--- src/rtl/edge_event_scheduler.sv ---
// edge_event_scheduler: per-channel edge capture with pending counters, drained round-robin through one valid/ready port.
// Optional build macro EDGE_SCHED_BOTH_EDGES_EN counts both edges and adds evt_lvl. Rev 1.0
`default_nettype none

module edge_event_scheduler #(
  parameter int N_CH        = 4,
  parameter int SYNC_STAGES = 2,
  parameter int CNT_W       = 3,
  parameter int CH_W        = $clog2(N_CH)
) (
  input  logic            clk,
  input  logic            reset,
  input  logic [N_CH-1:0] x,
  input  logic [N_CH-1:0] ch_en,
  output logic            evt_valid,
  output logic [CH_W-1:0] evt_ch,
  input  logic            evt_ready,
`ifdef EDGE_SCHED_BOTH_EDGES_EN
  output logic            evt_lvl,
`endif
  output logic [N_CH-1:0] ovf,
  input  logic [N_CH-1:0] ovf_clr,
  output logic            busy
);

  localparam logic [CNT_W-1:0] CNT_MAX = '1;

  typedef enum logic [0:0] {
    IDLE  = 1'b0,
    OFFER = 1'b1
  } state_t;

  state_t          state;
  state_t          state_nxt;
  logic [CH_W-1:0] evt_ch_nxt;
  logic [CH_W-1:0] rr_ptr;
  logic [CH_W-1:0] rr_ptr_nxt;
  logic [CH_W-1:0] sel_lo;
  logic [CH_W-1:0] sel_hi;
  logic [CH_W-1:0] sel_ch;
  logic            hi_any;
  logic            accept;
  logic [N_CH-1:0] xs;
  logic [N_CH-1:0] x_pre;
  logic [N_CH-1:0] evt_det;
  logic [N_CH-1:0] pend;
  logic [N_CH-1:0] accept_ch;
`ifdef EDGE_SCHED_BOTH_EDGES_EN
  logic [N_CH-1:0] lvl_head;
`endif

  assign evt_valid = (state == OFFER);
  assign accept    = evt_valid & evt_ready;
  assign busy      = (|pend) | evt_valid;

  for (genvar i = 0; i < N_CH; i++) begin : g_ch
    logic [SYNC_STAGES-1:0] sync;
    logic                   pre_q;
    logic [CNT_W-1:0]       cnt_q;
    logic                   ovf_q;
    logic                   sat_hit;

    assign xs[i]        = sync[SYNC_STAGES-1];
    assign x_pre[i]     = pre_q;
    assign pend[i]      = (cnt_q != '0);
    assign ovf[i]       = ovf_q;
    assign accept_ch[i] = accept && (evt_ch == CH_W'(i));
`ifdef EDGE_SCHED_BOTH_EDGES_EN
    assign evt_det[i]   = (xs[i] ^ pre_q) & ch_en[i];
`else
    assign evt_det[i]   = xs[i] & ~pre_q & ch_en[i];
`endif
    // A capture that cannot be counted (full, nothing leaving) flags overflow instead.
    assign sat_hit      = evt_det[i] && !accept_ch[i] && (cnt_q == CNT_MAX);

    always_ff @(posedge clk or negedge reset) begin
      if (!reset) begin
        sync  <= '0;
        pre_q <= 1'b0;
        cnt_q <= '0;
        ovf_q <= 1'b0;
      end else begin
        sync  <= {sync[SYNC_STAGES-2:0], x[i]};
        pre_q <= xs[i];
        if (evt_det[i] && !accept_ch[i] && !sat_hit) begin
          cnt_q <= cnt_q + 1'b1;
        end else if (!evt_det[i] && accept_ch[i]) begin
          cnt_q <= cnt_q - 1'b1;
        end
        if (sat_hit) begin
          ovf_q <= 1'b1;
        end else if (ovf_clr[i]) begin
          ovf_q <= 1'b0;
        end
      end
    end

`ifdef EDGE_SCHED_BOTH_EDGES_EN
    localparam int DEPTH = (1 << CNT_W) - 1;
    logic [DEPTH-1:0] lvl_q;
    logic [DEPTH-1:0] lvl_nxt;

    // Shift-register FIFO: slot 0 is the oldest level, occupancy equals cnt_q.
    always_comb begin
      lvl_nxt = lvl_q;
      if (accept_ch[i]) begin
        lvl_nxt = lvl_q >> 1;
      end
      if (evt_det[i]) begin
        if (accept_ch[i]) begin
          lvl_nxt[cnt_q - 1'b1] = xs[i];
        end else if (cnt_q != CNT_MAX) begin
          lvl_nxt[cnt_q] = xs[i];
        end
      end
    end

    always_ff @(posedge clk or negedge reset) begin
      if (!reset) begin
        lvl_q <= '0;
      end else begin
        lvl_q <= lvl_nxt;
      end
    end

    assign lvl_head[i] = lvl_q[0];
`endif
  end

  always_comb begin
    sel_lo = '0;
    sel_hi = '0;
    hi_any = 1'b0;
    for (int i = N_CH - 1; i >= 0; i--) begin
      if (pend[i]) begin
        sel_lo = CH_W'(i);
      end
      if (pend[i] && (CH_W'(i) >= rr_ptr)) begin
        sel_hi = CH_W'(i);
        hi_any = 1'b1;
      end
    end
    sel_ch = hi_any ? sel_hi : sel_lo;
  end

  always_comb begin
    state_nxt  = state;
    evt_ch_nxt = evt_ch;
    rr_ptr_nxt = rr_ptr;
    case (state)
      IDLE: begin
        if (|pend) begin
          state_nxt  = OFFER;
          evt_ch_nxt = sel_ch;
        end
      end
      OFFER: begin
        if (evt_ready) begin
          state_nxt  = IDLE;
          rr_ptr_nxt = (evt_ch == CH_W'(N_CH - 1)) ? '0 : evt_ch + 1'b1;
        end
      end
      default: state_nxt = IDLE;
    endcase
  end

  always_ff @(posedge clk or negedge reset) begin
    if (!reset) begin
      state  <= IDLE;
      evt_ch <= '0;
      rr_ptr <= '0;
    end else begin
      state  <= state_nxt;
      evt_ch <= evt_ch_nxt;
      rr_ptr <= rr_ptr_nxt;
    end
  end

`ifdef EDGE_SCHED_BOTH_EDGES_EN
  always_ff @(posedge clk or negedge reset) begin
    if (!reset) begin
      evt_lvl <= 1'b0;
    end else if ((state == IDLE) && (|pend)) begin
      evt_lvl <= lvl_head[sel_ch];
    end
  end
`endif

endmodule

`default_nettype wire

--- config.mk ---
export PLATFORM = sky130hd
export DESIGN_NAME = edge_event_scheduler
export DESIGN_NICKNAME = d
export VERILOG_FILES = /design/src/rtl/edge_event_scheduler.sv
export SDC_FILE = /design/constraint.sdc
export NUM_CORES = 1
export LEC_CHECK = 0
export CELL_PAD_IN_SITES_DETAIL_PLACEMENT = 1
export CELL_PAD_IN_SITES_GLOBAL_PLACEMENT = 1
export CORE_UTILIZATION = 42
export DETAILED_ROUTE_END_ITERATION = 6
export MAX_ROUTING_LAYER = met4
export PLACE_DENSITY_LB_ADDON = 0.1
export SETUP_SLACK_MARGIN = 0.02
export SYNTH_ARGS = -nofsm -noshare
export SYNTH_HDL_FRONTEND = slang
export SYNTH_SLANG_ARGS = --single-unit
--- constraint.sdc ---
create_clock -name clk -period 2.3 [get_ports clk]
set_input_delay 0.69 -clock clk [delete_from_list [all_inputs] [get_ports clk]]
set_output_delay 0.69 -clock clk [all_outputs]
set_load 0.02 [all_outputs]
==> metrics.txt <==
status=finished clean; first-pass GRT wire length=7.94 mm; DR vias/cell=5.50; Post-route DRC=0; gr usage total=25.1%; CP Launch Type=register; antenna cell count=0; Port Buffers=22; worst clock skew=0.00622 ns; Rel. slew slack=71.2%; # H-tree levels=2; fin. max-slew vios=0; CTS Buffer Depth=2; initial antenna violation count=0; wire length per cell=17.8 microns; DP Worst Slack=-0.434 ns; Placer Congestion=0.806; Hold EP=g_ch[1].sync[1]; placed cells=273; worst reg2reg endpoint=g_ch[0].cnt_q[1]; Nets=256; Peak VDD IR=0.000417 V; prevailing post-synth register cell=dfrtp_1; Post-Synthesis Cells=180; Fillers=456; Via Count=1556; CP required=1.61 ns; row cnt=23; max_cap viols=0; ys async rst share=100%; Final ANT Viol Nets=0; top cell type by total area after synthesis=dfrtp_1; Core ar.=4060 sq um; clk slew on worst S/H paths=0.06 ns; RSZ-0062 raised after global routing=true; TritonCTS Buffers=5; Final HPWL DP=3.64 mm; CP Class=register to primary output; root buf cell=clkbuf_8; count leader, synth=dfrtp_1; area grow syn2layout=35.6%; worst-path maximum fanout=2; Seq/Total Area, Yosys=46.1%; Clock Sinks=33; PD cells=1190 nW/um^2; 1st-iter DRT viols=64; TritonRoute pass-1 iters=4; synthesis warning total=0; GRT overflow=0; final wirelength=5.03 mm; count of different cell masters after synthesis=40; Finished Layout Cells=283; Peak Freq=448 MHz; die area=4530 sq um; Setup crit end kind=primary output; type of the worst min-delay path=register to register; FF-to-FF Start=evt_ch[0]; via count of the first global-routing pass=1729; post-synth top area share=46.1%; chip width=67.3 microns; FF-to-FF path depth=8; Worst EP arrival=1.54 ns; Post-synth top cells=33 x dfrtp_1, 27 x nand2_1, 13 x a21oi_1; Starting Density=44.1%; #FFs+latches synth=33; Chip Height=67.3 microns; final setup margin=0.0679 ns; Clk Latency, worst-skew pair=0.28 ns; Worst Hold Depth=0; CTS tree=yes; Hold Path Origin=g_ch[1].sync[0]; Final Core Density=59.9%; pin count of the biggest net entering global routing=34; layout cell share with drive strength beyond 1=28.3%; number of enable flip-flop cells after synthesis=0; fin crit share=97.0%; most area-consuming cells after synthesis=dfrtp_1 46%, nand2_1 5.7%, fa_1 4.5%, a21oi_1 3.6%, ha_1 2.8%; final hold viol count=0; I/O pins=23; fin crit period=2.23 ns; P_leak=0.00109 uW; R2R setup slack=0.15 ns; Synth Cell Area=1790 sq um; Slew @ Worst Pin=0.433 ns; Synth Net Count=203; synthesized area per cell=9.95 sq um; final setup vio count=0
[power by group]
| part | leakage [uW] | internal, uW | switching [uW] |
|---|---|---|---|
| clock network | 0.0000443 | 237 | 199 |
| registers | 0.000389 | 745 | 169 |
| logic | 0.000656 | 745 | 797 |
[what timing repair did]
item	in CTS	in global routing
buffers inserted	1	2
hold buffers	0	0
endpoints found under the setup margin	8	7
gates resized for setup	17	12
pin swaps	4	8
hold endpoints to repair	0	0
[metal layers]
layer,track usage [%],share of wire (%),routed length (microns),vias to the layer above
li1,-,-,-,746
met1,26.7,42,2090,775
met2,44.9,54,2720,26
met3,5.07,2.3,118,9
met4,10.4,1.9,95,0
met5,-,0,0,-
[cell usage in the layout (no fill, tap or decap), types with 2 or more instances in the layout]
master           count
buf_4               34
dfrtp_1             33
nand2_1             25
clkdlybuf4s50_1     18
a21oi_1             13
o22ai_1              8
inv_1                7
nor3_1               6
clkbuf_8             6
nand3b_1             5
nand3_1              5
nor2_1               4
ha_1                 4
nand3_2              3
and3b_1              3
and2_4               3
nor3_2               3
a21o_1               3
mux2i_1              3
nand2b_1             3
a211oi_1             3
and2_1               2
nand2_2              2
nor3_4               2
a221oi_1             2
a31o_1               2
o21ai_0              2
fa_1                 2
fa_2                 2
dlygate4sd2_1        2
[cell families (layout without fill, tap and decap cells)]
group | count (synthesis) | in the layout | synth area share (%)
AO/OA/AOI/OAI | 44 | 44 | 16.4
adder cells (fa/ha/maj) | 8 | 8 | 7.27
buffers and inverters | 17 | 70 | 5.24
flip-flops | 33 | 33 | 46.1
multiplexers | 5 | 5 | 2.93
AND/OR/NAND/NOR | 73 | 73 | 22.1
[flip-flops by register name, summed over array words and instances, names as in the netlist]
| name | flops |
|---|---|
| evt_valid | 1 |
| evt_ch | 2 |
| g_ch.sync | 8 |
| g_ch.cnt_q | 12 |
| rr_ptr | 2 |
| g_ch.ovf_q | 4 |
| g_ch.pre_q | 4 |
[worst max-delay path, stage by stage, from the launching register on]
cell and delay, ns:
dfrtp_1 0.41, nor3_4 0.25, nand4_1 0.16, or2_1 0.30, buf_6 0.15
[worst max-delay path by stage]
stage	from	to	slack [ns]
finish	g_ch[0].cnt_q[2]	busy	0.07
global route	g_ch[1].cnt_q[2]	busy	0.006
CTS	ch_en[1]	g_ch[1].cnt_q[1]	0.02
detailed placement	evt_ready	g_ch[2].cnt_q[1]	-0.43
global placement	evt_ready	g_ch[3].cnt_q[1]	-0.35
floorplan	ch_en[3]	g_ch[3].cnt_q[1]	0.1
[metrics by stage]
step | power, uW | hold WS [ns] | setup TNS [ns] | cell area (sq um)
after detailed placement | 2290 | 0.336 | -2.89 | 2240
final | 2890 | 0.358 | 0 | 2430
after global routing | 3110 | 0.375 | 0 | 2430
after floorplan | 1660 | 0.331 | 0 | 1790
after CTS | 2820 | 0.364 | 0 | 2370
after global placement | 2150 | 0.332 | -2.27 | 2240
[final cells by class]
type / instances / area, sq um / share of cell area [%]
flip-flops and latches: 33 / 826 / 34.0
clock buffers: 7 / 86.3 / 3.55
inverters: 7 / 26.3 / 1.08
repair buffers: 56 / 477 / 19.6
well taps: 50 / 62.6 / 2.58
multi-input cells: 130 / 951 / 39.2
No activity file was read; power rests on OpenSTA's default activity.
